<file path="src/rtl/uart_rx.sv">
// UART receiver: start/8 data (LSB first)/optional even parity/stop, mid-bit sampling.
// Define UART_RX_SYNC_EN to pass rx_in through a two-flop synchronizer first.
module uart_rx #(
    parameter int CLKS_PER_BIT = 16
) (
    input  logic       clk,
    input  logic       rst,
    input  logic       rx_in,
    input  logic       parity_enable,
    output logic [7:0] data_out,
    output logic       data_valid,
    output logic       parity_error,
    output logic       framing_error,
    output logic       busy
);
    localparam int CW = 10;
    localparam logic [CW-1:0] HALF_M1 = CW'(CLKS_PER_BIT / 2 - 1);
    localparam logic [CW-1:0] FULL_M1 = CW'(CLKS_PER_BIT - 1);

    typedef enum logic [2:0] {IDLE, START, DATA, PARITY, STOP} state_t;

    logic rx;

`ifdef UART_RX_SYNC_EN
    logic [1:0] sync_q;
    always_ff @(posedge clk) begin
        if (rst) sync_q <= 2'b11;
        else     sync_q <= {sync_q[0], rx_in};
    end
    assign rx = sync_q[1];
`else
    assign rx = rx_in;
`endif

    state_t          state, state_n;
    logic [CW-1:0]   cnt, cnt_n;
    logic [2:0]      idx, idx_n;
    logic [7:0]      shreg, shreg_n;
    logic            par_en_q, par_en_n;
    logic            par_err_q, par_err_n;
    logic            rx_prev;
    logic            load, ferr;

    always_comb begin
        state_n   = state;
        cnt_n     = cnt + 1'b1;
        idx_n     = idx;
        shreg_n   = shreg;
        par_en_n  = par_en_q;
        par_err_n = par_err_q;
        load      = 1'b0;
        ferr      = 1'b0;
        case (state)
            IDLE: begin
                cnt_n = '0;
                // Falling edge only: a line held low after a bad stop bit is ignored
                if (rx_prev && !rx) begin
                    state_n   = START;
                    par_en_n  = parity_enable;
                    par_err_n = 1'b0;
                end
            end
            START: begin
                if (cnt == HALF_M1) begin
                    cnt_n   = '0;
                    idx_n   = 3'd0;
                    state_n = rx ? IDLE : DATA;
                end
            end
            DATA: begin
                if (cnt == FULL_M1) begin
                    cnt_n       = '0;
                    shreg_n[idx] = rx;
                    idx_n       = idx + 3'd1;
                    if (idx == 3'd7) state_n = par_en_q ? PARITY : STOP;
                end
            end
            PARITY: begin
                if (cnt == FULL_M1) begin
                    cnt_n     = '0;
                    par_err_n = (^shreg) ^ rx;
                    state_n   = STOP;
                end
            end
            STOP: begin
                if (cnt == FULL_M1) begin
                    cnt_n   = '0;
                    state_n = IDLE;
                    if (rx) load = 1'b1;
                    else    ferr = 1'b1;
                end
            end
            default: state_n = IDLE;
        endcase
    end

    always_ff @(posedge clk) begin
        if (rst) begin
            state         <= IDLE;
            cnt           <= '0;
            idx           <= 3'd0;
            shreg         <= 8'h00;
            par_en_q      <= 1'b0;
            par_err_q     <= 1'b0;
            rx_prev       <= 1'b1;
            data_out      <= 8'h00;
            data_valid    <= 1'b0;
            parity_error  <= 1'b0;
            framing_error <= 1'b0;
        end else begin
            state         <= state_n;
            cnt           <= cnt_n;
            idx           <= idx_n;
            shreg         <= shreg_n;
            par_en_q      <= par_en_n;
            par_err_q     <= par_err_n;
            rx_prev       <= rx;
            data_valid    <= load;
            parity_error  <= load & par_err_q;
            framing_error <= ferr;
            if (load) data_out <= shreg;
        end
    end

    assign busy = (state != IDLE);

endmodule

</file>
<file path="config.mk">
export PLATFORM = sky130hd
export DESIGN_NAME = uart_rx
export DESIGN_NICKNAME = d
export VERILOG_FILES = /design/src/rtl/uart_rx.sv
export SDC_FILE = /design/constraint.sdc
export NUM_CORES = 1
export LEC_CHECK = 0
export BUFFER_PORTS_ARGS = -buffer_cell sky130_fd_sc_hd__buf_2
export CELL_PAD_IN_SITES_DETAIL_PLACEMENT = 0
export CELL_PAD_IN_SITES_GLOBAL_PLACEMENT = 1
export CORE_ASPECT_RATIO = 0.8
export CORE_UTILIZATION = 49
export CTS_BUF_LIST = sky130_fd_sc_hd__clkbuf_4 sky130_fd_sc_hd__clkbuf_8 sky130_fd_sc_hd__clkbuf_16
export CTS_CLUSTER_SIZE = 40
export DETAILED_ROUTE_END_ITERATION = 7
export GPL_TIMING_DRIVEN = 0
export HOLD_SLACK_MARGIN = 0.03
export PLACE_DENSITY = 0.81
export SLEW_MARGIN = 20
export SYNTH_ARGS = -nofsm -noshare
export SYNTH_HDL_FRONTEND = slang
export SYNTH_SLANG_ARGS = --single-unit
</file>
<file path="constraint.sdc">
create_clock -name clk -period 3.75 [get_ports clk]
set_clock_uncertainty 0.15 [all_clocks]
set_input_delay 0.375 -clock clk [delete_from_list [all_inputs] [get_ports clk]]
set_output_delay 0.375 -clock clk [all_outputs]
set_load 0.01 [all_outputs]
</file>
After elaboration in Yosys (flattened, before gate mapping)
Cells that the tools add are included.
Word-level totals
  bits in registers: 38
  latch bits: 0
  RAM bits: 0
  memory bits (read-only): 0
  bits of input ports: 4
  word-level logic and storage cells: 72
  memories: 0
Operators by class
  add/sub/neg operators: 2
  multipliers: 0
  div/mod/pow operators: 0
  order comparisons: 2
  eq/ne operators: 13
  shift-type cells: 0
  muxes and demuxes: 25
  bitwise logic cells: 4
  reductions and logical operators: 15
Operators by type and width (count)
  10-bit one-hot mux with 3 select lines: 1
  3-bit 2-to-1 mux: 9
  10-bit 2-to-1 mux: 2
  3-bit one-hot mux with 5 select lines: 1
  2-bit inequality test (second input constant): 6
  10-bit by 1-bit adder with 10-bit output (second input constant): 1
  10-bit by 3-bit == test with 1-bit output (second input constant): 1
  10-bit by 4-bit == test with 1-bit output (second input constant): 1
  8-bit bitwise mux: 1
  8-bit parity: 1
  1-bit 2-to-1 mux: 7
  3-bit by 2-bit == test with 1-bit output (second input constant): 2
  3-bit == test (second input constant): 2
  3-bit one-hot mux with 2 select lines: 1
  3-bit AND reduction: 2
  6-bit AND reduction: 1
  3-bit OR reduction: 2
  3-bit by 4-bit less-than comparator with 1-bit output (second input constant): 1
  2-bit AND reduction: 2
  2-bit nonzero test: 2
  3-bit by 1-bit adder with 3-bit output (second input constant): 1
  1-bit demux with 3-bit select: 1
  3-bit by 1-bit == test with 1-bit output (second input constant): 1
  3-bit by 1-bit >= comparator with 1-bit output (second input constant): 1
  9 further kinds: 11

Logic depth before layout (Yosys ltp)
  depth after elaboration: 5
  depth in mapped cells: 7
  gate-level depth less buffers: 6

Worst setup path before layout
Ideal clock, no wire load.
  kind: flip-flop to flip-flop
  from: register cnt[7]
  to: register shreg[2]
  data arrival time: 1.597 ns
  required time: 3.528 ns
  setup slack: 1.931 ns
  stages on the path, launching flop included: 6
  buffers on the path: 1
  path through: dfxtp_1 nor4_4 and4_2 clkbuf_2 and4bb_2 mux2i_1
Between the ends
  cells in the longest elaborated chain, start to end: 2
RTL lines
  from (decl): RTL line 36  | logic [CW-1:0] cnt, cnt_n;
  from (signal assigned): RTL line 112  | cnt <= cnt_n;
  10-bit by 4-bit == test with 1-bit output: RTL line 71  | if (cnt == FULL_M1) begin
  2-bit AND reduction (no line)
  to (signal assigned): RTL line 114  | shreg <= shreg_n;
  to (decl): RTL line 38  | logic [7:0] shreg, shreg_n;
No other way between the ends.
A chain may end at the register's enable or synchronous reset.

Final worst setup path
  from: register state[1]
  to: register shreg[2]
Between the ends
  cells in the longest elaborated chain, start to end: 2
RTL lines
  from (decl): RTL line 35  | state_t state, state_n;
  from (signal assigned): RTL line 111  | state <= state_n;
  3-bit by 2-bit == test with 1-bit output: RTL line 53  | case (state)
  2-bit AND reduction (no line)
No other way between the ends.

==> flow_summary.json <==
{
  "outcome": "complete, no violations",
  "fmax_mhz": 459.4,
  "max_stage_delay_ns": 0.45,
  "postCtsHoldBufs": 0,
  "post_cts_buffers": 0,
  "synthTopCellsByArea": "dfxtp_1, mux2i_1, xnor2_1",
  "ys.flop_type": "dfxtp_1",
  "cts_tree": "yes",
  "rsz0062_at_grt": "no",
  "synth_cell_types": 54,
  "track_usage_pct": 22.24,
  "vias_per_cell": 5.587,
  "synth_area_leader_cell": "dfxtp_1",
  "num_antenna_cells": 0,
  "postLayoutCellArea_um2": 2127,
  "rrSetupSlack_ns": 1.57,
  "r2r-end": "shreg[2]",
  "numCtsBuffers": 5,
  "ys_top_cells_by_count": "dfxtp_1, mux2i_1, nor2_1, nor3_1, nand2b_1",
  "required_ns": 3.82,
  "use_met2_pct": 32.48,
  "synth-edff-count": 0,
  "design.core.area_um2": 3566,
  "synth_area_per_cell_um2": 9.569,
  "drc_errors": 0,
  "cts_sinks": 38,
  "clkLatencyLatePin_ns": 0.29,
  "die_height_um": 57.76,
  "grt_pass1_vias": 1461,
  "grt_max_degree": 13,
  "setup_tns_ns": 0,
  "drt_wl_total_um": 3894,
  "cellPowerDensity_nw_per_um2": 370.9,
  "setup_viol": 0,
  "path_clk_slew_ns": 0.08,
  "period_needed_ns": 2.177,
  "async_flop_share_pct": 0,
  "cp-endpoint": "shreg[2]",
  "timing.rr.start": "state[1]",
  "critical_path_cell_count": 6,
  "start_kind": "flop",
  "grt_overflow": 0,
  "timing.hold.ws_ns": 0.1745,
  "worst_slack_ns": 1.573,
  "ant_nets": 0,
  "synth_nets": 207,
  "dr.pass1.iters": 4,
  "fin_util_pct": 59.65,
  "timing_hold_violations_final": 0,
  "grt_busiest_layer": "met2",
  "drive_gt1_share_pct": 18.47,
  "post_drt_wl_per_cell_um": 14.75,
  "drv_cap": 0,
  "ios": 16,
  "clk_path_buf_depth": 2,
  "arrival_ns": 2.24,
  "post_cts_resized": 0,
  "h-tree-depth": 2,
  "grt.met3_usage_pct": 6.609,
  "yosysTopAreaCellShare_pct": 39.95,
  "dieArea_um2": 4141,
  "cp_top_family": "simple AND/OR/NAND/NOR gates",
  "slowest_stage": "nor3b_1",
  "critPathMaxFanout": 9,
  "critPathKind": "reg -> reg",
  "grt_pass1_wl_um": 7017,
  "start_util_pct": 53.40,
  "drtIter0Drc": 126,
  "min_path_type": "in -> reg",
  "worst_pin_slew_ns": 0.7291,
  "min_period_over_period_pct": 58.05,
  "crit_chain": "clkbuf_1 -> nor3b_1 -> and4_2 -> clkbuf_2 -> and4bb_2 -> mux2i_1",
  "yosysMostFrequentCell": "dfxtp_1",
  "use_met1_pct": 31.31,
  "antenna_found_initial": 0,
  "syn_inst": 199,
  "die_w_um": 71.70,
  "place_area_um2": 2032,
  "seq_area_frac_synth_pct": 39.95,
  "slew_viol_final": 0,
  "path_buf_inv": 2,
  "pre_cts_ws_ns": 1.601,
  "ys_warn_count": 0,
  "place.gp.congestion": 0.7893,
  "synth_area_um2": 1904,
  "fin_nets": 229,
  "ir_worst_vdd_mv": 0.2707,
  "cp-end-kind": "flop",
  "p_leak_uw": 0.0008982,
  "area_growth_syn_to_layout_pct": 11.70,
  "reg2reg_depth": 6,
  "cts-root-buf": "clkbuf_8",
  "ys_seq_elements": 38,
  "io_buffers": 15,
  "vias": 1475,
  "cp-startpoint": "state[1]",
  "rows": 19,
  "fillers": 319,
  "place_hpwl_um": 2744,
  "slew_headroom_pct": 50.14
}
==> report_power, final <==
part | switching, uW | internal, uW
combinational | 49.8 | 30.7
clock | 145 | 148
sequential | 5.06 | 410
==> cells in the final DEF, fill, tap and decap left out, types with 5 or more instances in the layout <==
cell type and count:
nor3b_1 6, buf_2 18, xnor2_1 9, clkbuf_8 6, nor2_1 13, nand2_1 5
nor3_1 12, dfxtp_1 38, nand2b_1 10, o21ai_0 7, nand3_1 6, a21oi_1 5
mux2i_1 17, xor2_1 5
==> how the worst min path moves through the flow <==
stage | from | to | cells after the start
after floorplan | par_err_q | parity_error | 1
after global placement | par_err_q | parity_error | 1
after detailed placement | par_err_q | parity_error | 1
after CTS | parity_enable | par_en_q | 3
after global routing | parity_enable | par_en_q | 3
final | parity_enable | par_en_q | 3
==> routing by layer <==
| layer | up-vias | wire, um | part of all wire, % |
|---|---|---|---|
| met3 | 6 | 124 | 3.2 |
| met5 | - | 0 | 0 |
| met2 | 26 | 1668 | 43 |
| met1 | 687 | 2022 | 52 |
| li1 | 756 | - | - |
| met4 | 0 | 78 | 2.0 |
==> sequential cells by signal, indices dropped and copies added, names as in the netlist, 3 cells and up <==
signal,cells
cnt,10
data_out,8
idx,3
shreg,8
state,3
==> worst reg2reg max path, stage by stage (launching register included) <==
cell,delay (ns)
dfxtp_1,0.31
clkbuf_1,0.30
nor3b_1,0.45
and4_2,0.28
clkbuf_2,0.18
and4bb_2,0.25
mux2i_1,0.17
==> metrics by stage <==
step	instances	power [uW]
2_1_floorplan	199	482.5
3_3_place_gp	256	502.5
3_5_place_dp	256	504.5
4_1_cts	264	797.7
5_1_grt	264	826.6
6_report	264	788.9
==> cell type report <==
cell class	instances	area [um^2]	area share, %
multi-input cells	148	1090	51.24
flip-flops and latches	38	760.7	35.76
well taps	42	52.55	2.471
clock buffers	6	82.58	3.882
repair buffers	15	75.07	3.529
inverters	2	7.507	0.3529
plain buffers	11	46.29	2.176
clock inverters	2	12.51	0.5882
==> logic make-up after synthesis <==
logic type                 after synthesis  share of synthesized area [%]
AOI/OAI and AO/OA                       24                          8.476
muxes                                   18                          9.527
and+or+nand+nor                         87                          28.98
buffers and inverters                   13                          2.825
xor gates and xnor gates                15                          7.622
DFF                                     38                          39.95
adders and majority gates                4                          2.628
Power figures use the tool's default switching activity.
